===== src/rtl/survival_pkg.sv =====
// Shared types and constants for the survival time counter.
package survival_pkg;

  typedef enum logic [1:0] {
    ST_IDLE    = 2'd0,
    ST_RUNNING = 2'd1,
    ST_STOPPED = 2'd2
  } state_e;

  localparam logic [3:0]  BCD_MAX        = 4'd9;
  localparam int unsigned CLK_HZ_DEFAULT = 50_000_000;

endpackage


===== src/rtl/bcd_digit.sv =====
// One BCD decade: wraps 9->0, combinational carry-out for rippling into the next decade.
module bcd_digit
  import survival_pkg::*;
(
  input  logic       clk_i,
  input  logic       rst_ni,
  input  logic       clr_i,
  input  logic       en_i,
  output logic [3:0] value_o,
  output logic       carry_out_c
);

  logic [3:0] value_q;

  always_ff @(posedge clk_i or negedge rst_ni) begin
    if (!rst_ni) begin
      value_q <= 4'd0;
    end else if (clr_i) begin
      value_q <= 4'd0;
    end else if (en_i) begin
      value_q <= (value_q == BCD_MAX) ? 4'd0 : value_q + 4'd1;
    end
  end

  assign value_o     = value_q;
  assign carry_out_c = en_i && (value_q == BCD_MAX);

endmodule


===== src/rtl/survival_timer.sv =====
// Game survival timer: prescaler to TICK_HZ, run/stop FSM and a saturating 000-999 BCD count.
module survival_timer
  import survival_pkg::*;
#(
  parameter int unsigned CLK_HZ  = CLK_HZ_DEFAULT,
  parameter int unsigned TICK_HZ = 1,
  parameter int unsigned PRE_W   = 26
) (
  input  logic       CLOCK_50,
  input  logic       resetn,
  input  logic       start,
  input  logic       collided,
  output logic [3:0] ones,
  output logic [3:0] tens,
  output logic [3:0] hundreds,
  output logic       tick,
  output logic       running,
  output logic       maxed
);

  localparam int unsigned      DIV      = CLK_HZ / TICK_HZ;
  localparam logic [PRE_W-1:0] PRE_LAST = PRE_W'(DIV - 1);

  state_e           state_q;
  logic [PRE_W-1:0] pre_q;
  logic             tick_q;
  logic             running_q;
  logic             maxed_q;

  logic [3:0] ones_v, tens_v, hund_v;
  logic       ones_carry, tens_carry, hund_carry_unused;
  logic       at_max, pre_wrap, is_run, clr_c, inc_c;

  // Saturation is caught here so the decade chain never sees an increment at 999.
  always_comb begin
    at_max   = (ones_v == BCD_MAX) && (tens_v == BCD_MAX) && (hund_v == BCD_MAX);
    pre_wrap = (pre_q == PRE_LAST);
    is_run   = (state_q == ST_RUNNING);
    clr_c    = start && !is_run;
    inc_c    = is_run && !collided && pre_wrap && !at_max;
  end

  bcd_digit u_ones (
    .clk_i      (CLOCK_50),
    .rst_ni     (resetn),
    .clr_i      (clr_c),
    .en_i       (inc_c),
    .value_o    (ones_v),
    .carry_out_c(ones_carry)
  );

  bcd_digit u_tens (
    .clk_i      (CLOCK_50),
    .rst_ni     (resetn),
    .clr_i      (clr_c),
    .en_i       (ones_carry),
    .value_o    (tens_v),
    .carry_out_c(tens_carry)
  );

  bcd_digit u_hundreds (
    .clk_i      (CLOCK_50),
    .rst_ni     (resetn),
    .clr_i      (clr_c),
    .en_i       (tens_carry),
    .value_o    (hund_v),
    .carry_out_c(hund_carry_unused)
  );

  // Run/stop FSM with the prescaler; collided outranks a same-cycle wrap.
  always_ff @(posedge CLOCK_50 or negedge resetn) begin
    if (!resetn) begin
      state_q   <= ST_IDLE;
      pre_q     <= '0;
      tick_q    <= 1'b0;
      running_q <= 1'b0;
      maxed_q   <= 1'b0;
    end else begin
      tick_q <= inc_c;
      case (state_q)
        ST_IDLE: begin
          pre_q <= '0;
          if (start) begin
            state_q   <= ST_RUNNING;
            running_q <= 1'b1;
          end
        end
        ST_RUNNING: begin
          if (collided) begin
            state_q   <= ST_STOPPED;
            running_q <= 1'b0;
          end else if (pre_wrap) begin
            pre_q <= '0;
            if (at_max) begin
              state_q   <= ST_STOPPED;
              running_q <= 1'b0;
              maxed_q   <= 1'b1;
            end
          end else begin
            pre_q <= pre_q + PRE_W'(1);
          end
        end
        ST_STOPPED: begin
          if (start) begin
            state_q   <= ST_RUNNING;
            running_q <= 1'b1;
            maxed_q   <= 1'b0;
            pre_q     <= '0;
          end
        end
        default: begin
          state_q   <= ST_IDLE;
          running_q <= 1'b0;
          pre_q     <= '0;
        end
      endcase
    end
  end

  assign ones     = ones_v;
  assign tens     = tens_v;
  assign hundreds = hund_v;
  assign tick     = tick_q;
  assign running  = running_q;
  assign maxed    = maxed_q;

endmodule


===== config.mk =====
export PLATFORM = sky130hd
export DESIGN_NAME = survival_timer
export DESIGN_NICKNAME = d
export VERILOG_FILES = /design/src/rtl/survival_pkg.sv /design/src/rtl/bcd_digit.sv /design/src/rtl/survival_timer.sv
export SDC_FILE = /design/constraint.sdc
export NUM_CORES = 1
export LEC_CHECK = 0
export BUFFER_PORTS_ARGS = -buffer_cell sky130_fd_sc_hd__buf_2
export CAP_MARGIN = 0
export CORE_AREA = 2 2 74 76
export CTS_CLUSTER_SIZE = 12
export DETAILED_ROUTE_END_ITERATION = 16
export DIE_AREA = 0 0 76 78
export PLACE_DENSITY = 0.73
export SYNTH_ARGS = -nofsm -noshare
export SYNTH_HDL_FRONTEND = slang
export SYNTH_HIERARCHICAL = 1
export SYNTH_SLANG_ARGS = --single-unit

===== constraint.sdc =====
create_clock -name CLOCK_50 -period 4.8 [get_ports CLOCK_50]
set_clock_uncertainty 0.1 [all_clocks]
set_input_delay 0.24 -clock CLOCK_50 [delete_from_list [all_inputs] [get_ports CLOCK_50]]
set_output_delay 0.24 -clock CLOCK_50 [all_outputs]
set_load 0.03 [all_outputs]

==> results.txt <==
The worst max-slew margin expressed relative to the limit came out at 35.52%. The number of resized instances in the post-cts repair step is 0. After synthesis the cells add up to 0.002471 mm2. Setup repair after global routing left no endpoint under its margin. The overall fraction of global-route tracks in use came out at 18.91%. For this run, the number of Yosys warnings is 6. The endpoint arrival time on the critical path came out at 3.66 ns. The number of sinks driven by the clock tree came out at 43. For this design the total switching power over the nets is 214.3 uW. The internal portion of the total power is 532.8 uW. The filler-free cell count of the finished design came out at 352. The count of final hold-check violations was 27. The cell count after synthesis came out at 261.

In the final layout, the multi-input gates occupy 0.001315 mm2. The vertical die dimension came out at 78 um. TritonCTS created 5 clock buffers. Static timing analysis puts the maximum clock frequency at 283.1 MHz. The final max-slew violation count came out at 0. The global placement routability congestion is 0.8339. The clock tree from TritonCTS is yes. For this design, the slowest cell found on the critical path is sky130_fd_sc_hd__or4_4. The count of filler cells inserted in the layout is 477. The sequential group share of total power came out at 51.6%.

In this run switching power makes up 28.68% of total power. The reported leakage power came out at 1.100 nW. The starting utilization of the core area is 49.01%. The number of post-CTS setup repair buffers is 0. In this run, placement finished with an instance count of 344. The length of the first detailed-routing pass in iterations came out at 4. The clock power share is 34.7%. After clock tree synthesis, the clock-pin slew on the worst setup and hold paths is 0.08 ns. The final routed wirelength across all metal layers is 5.170 mm. The HPWL reported at the end of detailed placement is 3.587 mm. The number of buffer and inverter stages on the critical path came out at 3. The pin count of the biggest net entering global routing is 44. The flow ran to the end, but the final reports show violations. At the pin with the least slew margin, the transition time is 0.9672 ns. The setup total negative slack is 0 ns.

The mean area per synthesized cell is 9.468 um2. The worst-case IR drop observed on VDD is 0.0001725 V. The overall power after layout came out at 747.1 uW. The count of boundary I/O pins came out at 19. The floorplan step set the die width to 76 um. The post-route clock period utilization came out at 73.58%. The die covers 0.005928 mm2. The number of maximum-capacitance constraint violations is 0. The count of vias placed by the detailed router came out at 2021. After clock tree synthesis, the flow added hold-fix buffers numbering 0.

The type of the most critical hold path is input port to asynchronous set/reset pin. The total overflow reported by the global router is 0. The placement row count is 26.

The detailed router finished its first iteration with 165 violations. The largest driver fanout on the critical path came out at 7. The port buffer count came out at 18. The combinational share of power came out at 13.7%. The cell area power density is 273.8 mW/mm2. The number of antenna violations at the first check in global routing came out at 0.

The via count of the first global-routing pass is 1924. Subtracting the final worst setup slack from the clock period gives 3.532 ns. The worst setup path is launched from a flip-flop. The number of H-tree levels came out at 2. The nature of the critical path endpoint is a flip-flop. The area growth from synthesis to layout came out at 10.43%. The total nets after synthesis is 272.

In this design, the largest share of critical-path delay is due to simple AND/OR/NAND/NOR gates. Of the cells placed in the final design, the portion with a size suffix greater than 1 is 14.89%. The worst hold margin is -0.004803 ns.

The detailed-route wire length per cell is 14.69 um. The maximum count of clock buffers along a single path is 2. The CTS root buffer is sky130_fd_sc_hd__clkbuf_8. The clock latency on the worst-skew pair is 0.30 ns. The number of diodes added for antenna fixing came out at 0. The storage element area came out at 0.001076 mm2. The worst stage delay on the critical path came out at 0.57 ns. Setup violations remaining at the end of the flow were counted as 0.

The via-per-instance ratio is 5.741. The final reports fail on hold timing. The core box area is 0.005042 mm2. The classification of the worst setup path is flip-flop to flip-flop. The signal on the critical path passes through or4_4 > nor4_4 > nand3_1 > nor4_1 > buf_4 > inv_1 > nor2_1 > inv_1 > nor2_1 > and4b_2 > o21ai_0 > a21oi_1. The total number of nets in the final design is 292. The count of nets left with antenna violations after detail routing is 0. The first-pass GRT wire length came out at 9.142 mm. The required time of the worst setup path is 4.93 ns. The total DRC errors in the routed layout came out at 0.
power by group through the flow:
stage	Combinational [mW]	Clock, mW	Sequential, mW
after floorplan	0.0747	0	0.395
after global placement	0.102	0	0.392
after detailed placement	0.104	0	0.393
after CTS	0.104	0.264	0.386
after global routing	0.117	0.276	0.388
final	0.102	0.259	0.386
final timing paths:
check / from / end / slack [ns] / depth (start not counted)
setup / recovery: pre_q[16]$_DFFE_PN0P_ / u_hundreds/value_o[3]$_DFFE_PN0P_ / 1.27 / 12
hold / removal: resetn / u_hundreds/value_o[0]$_DFFE_PN0P_ / -0.005 / 1
setup reg to reg: pre_q[16]$_DFFE_PN0P_ / u_hundreds/value_o[3]$_DFFE_PN0P_ / 1.27 / 12
hold reg to reg: pre_q[4]$_DFFE_PN0P_ / pre_q[4]$_DFFE_PN0P_ / 0.41 / 1
max in group asynchronous: resetn / pre_q[14]$_DFFE_PN0P_ / 4.01 / 1
min in group CLOCK_50: start / state_q[0]$_DFFE_PN0P_ / 0.12 / 3
layer usage:
metal	vias up	track usage [%]	part of all wire, %
met2	40	31.61	47
met3	7	2.791	3.4
met4	0	5.455	0.99
met1	996	25.77	48
li1	978	-	-
met5	-	0	0
flip-flops by register name (all words and copies together), names as in the netlist:
register            cells
pre_q                  26
u_hundreds/value_o      4
u_ones/value_o          4
u_tens/value_o          4
state_q                 2
maxed                   1
running                 1
tick                    1
final cells by class:
class                   count  share of cell area, %
multi-input cells         199                  48.19
flip-flops and latches     43                  39.43
repair buffers             19                  3.576
clock buffers               7                  3.530
well taps                  70                  3.210
inverters                  13                  1.788
clock inverters             1                 0.2751
cell usage in the layout (no fill, tap or decap), types with 4 or more instances in the layout:
master,n
sky130_fd_sc_hd__buf_2,18
sky130_fd_sc_hd__o21ai_0,11
sky130_fd_sc_hd__and4_1,6
sky130_fd_sc_hd__nand2_1,24
sky130_fd_sc_hd__nand3_1,10
sky130_fd_sc_hd__inv_1,13
sky130_fd_sc_hd__nor2_1,31
sky130_fd_sc_hd__nor4bb_1,4
sky130_fd_sc_hd__dfrtp_1,43
sky130_fd_sc_hd__ha_1,7
sky130_fd_sc_hd__nand3b_1,12
sky130_fd_sc_hd__nand4_1,4
sky130_fd_sc_hd__nor4_1,6
sky130_fd_sc_hd__a21oi_1,13
sky130_fd_sc_hd__nor3_1,9
sky130_fd_sc_hd__clkbuf_8,7
sky130_fd_sc_hd__xnor2_1,14
metrics by stage:
step	util (%)	instance area, um2	setup WS [ns]	hold slack [ns]
final	54.12	2729	1.268	-0.004803
after global routing	54.12	2729	0.9446	0.1044
after CTS	54.12	2729	1.260	0.03497
after detailed placement	52.06	2625	1.270	0.3605
after global placement	52.06	2625	1.412	0.3575
after floorplan	-	2471	1.319	-0.1556
Power figures use the tool's default switching activity.
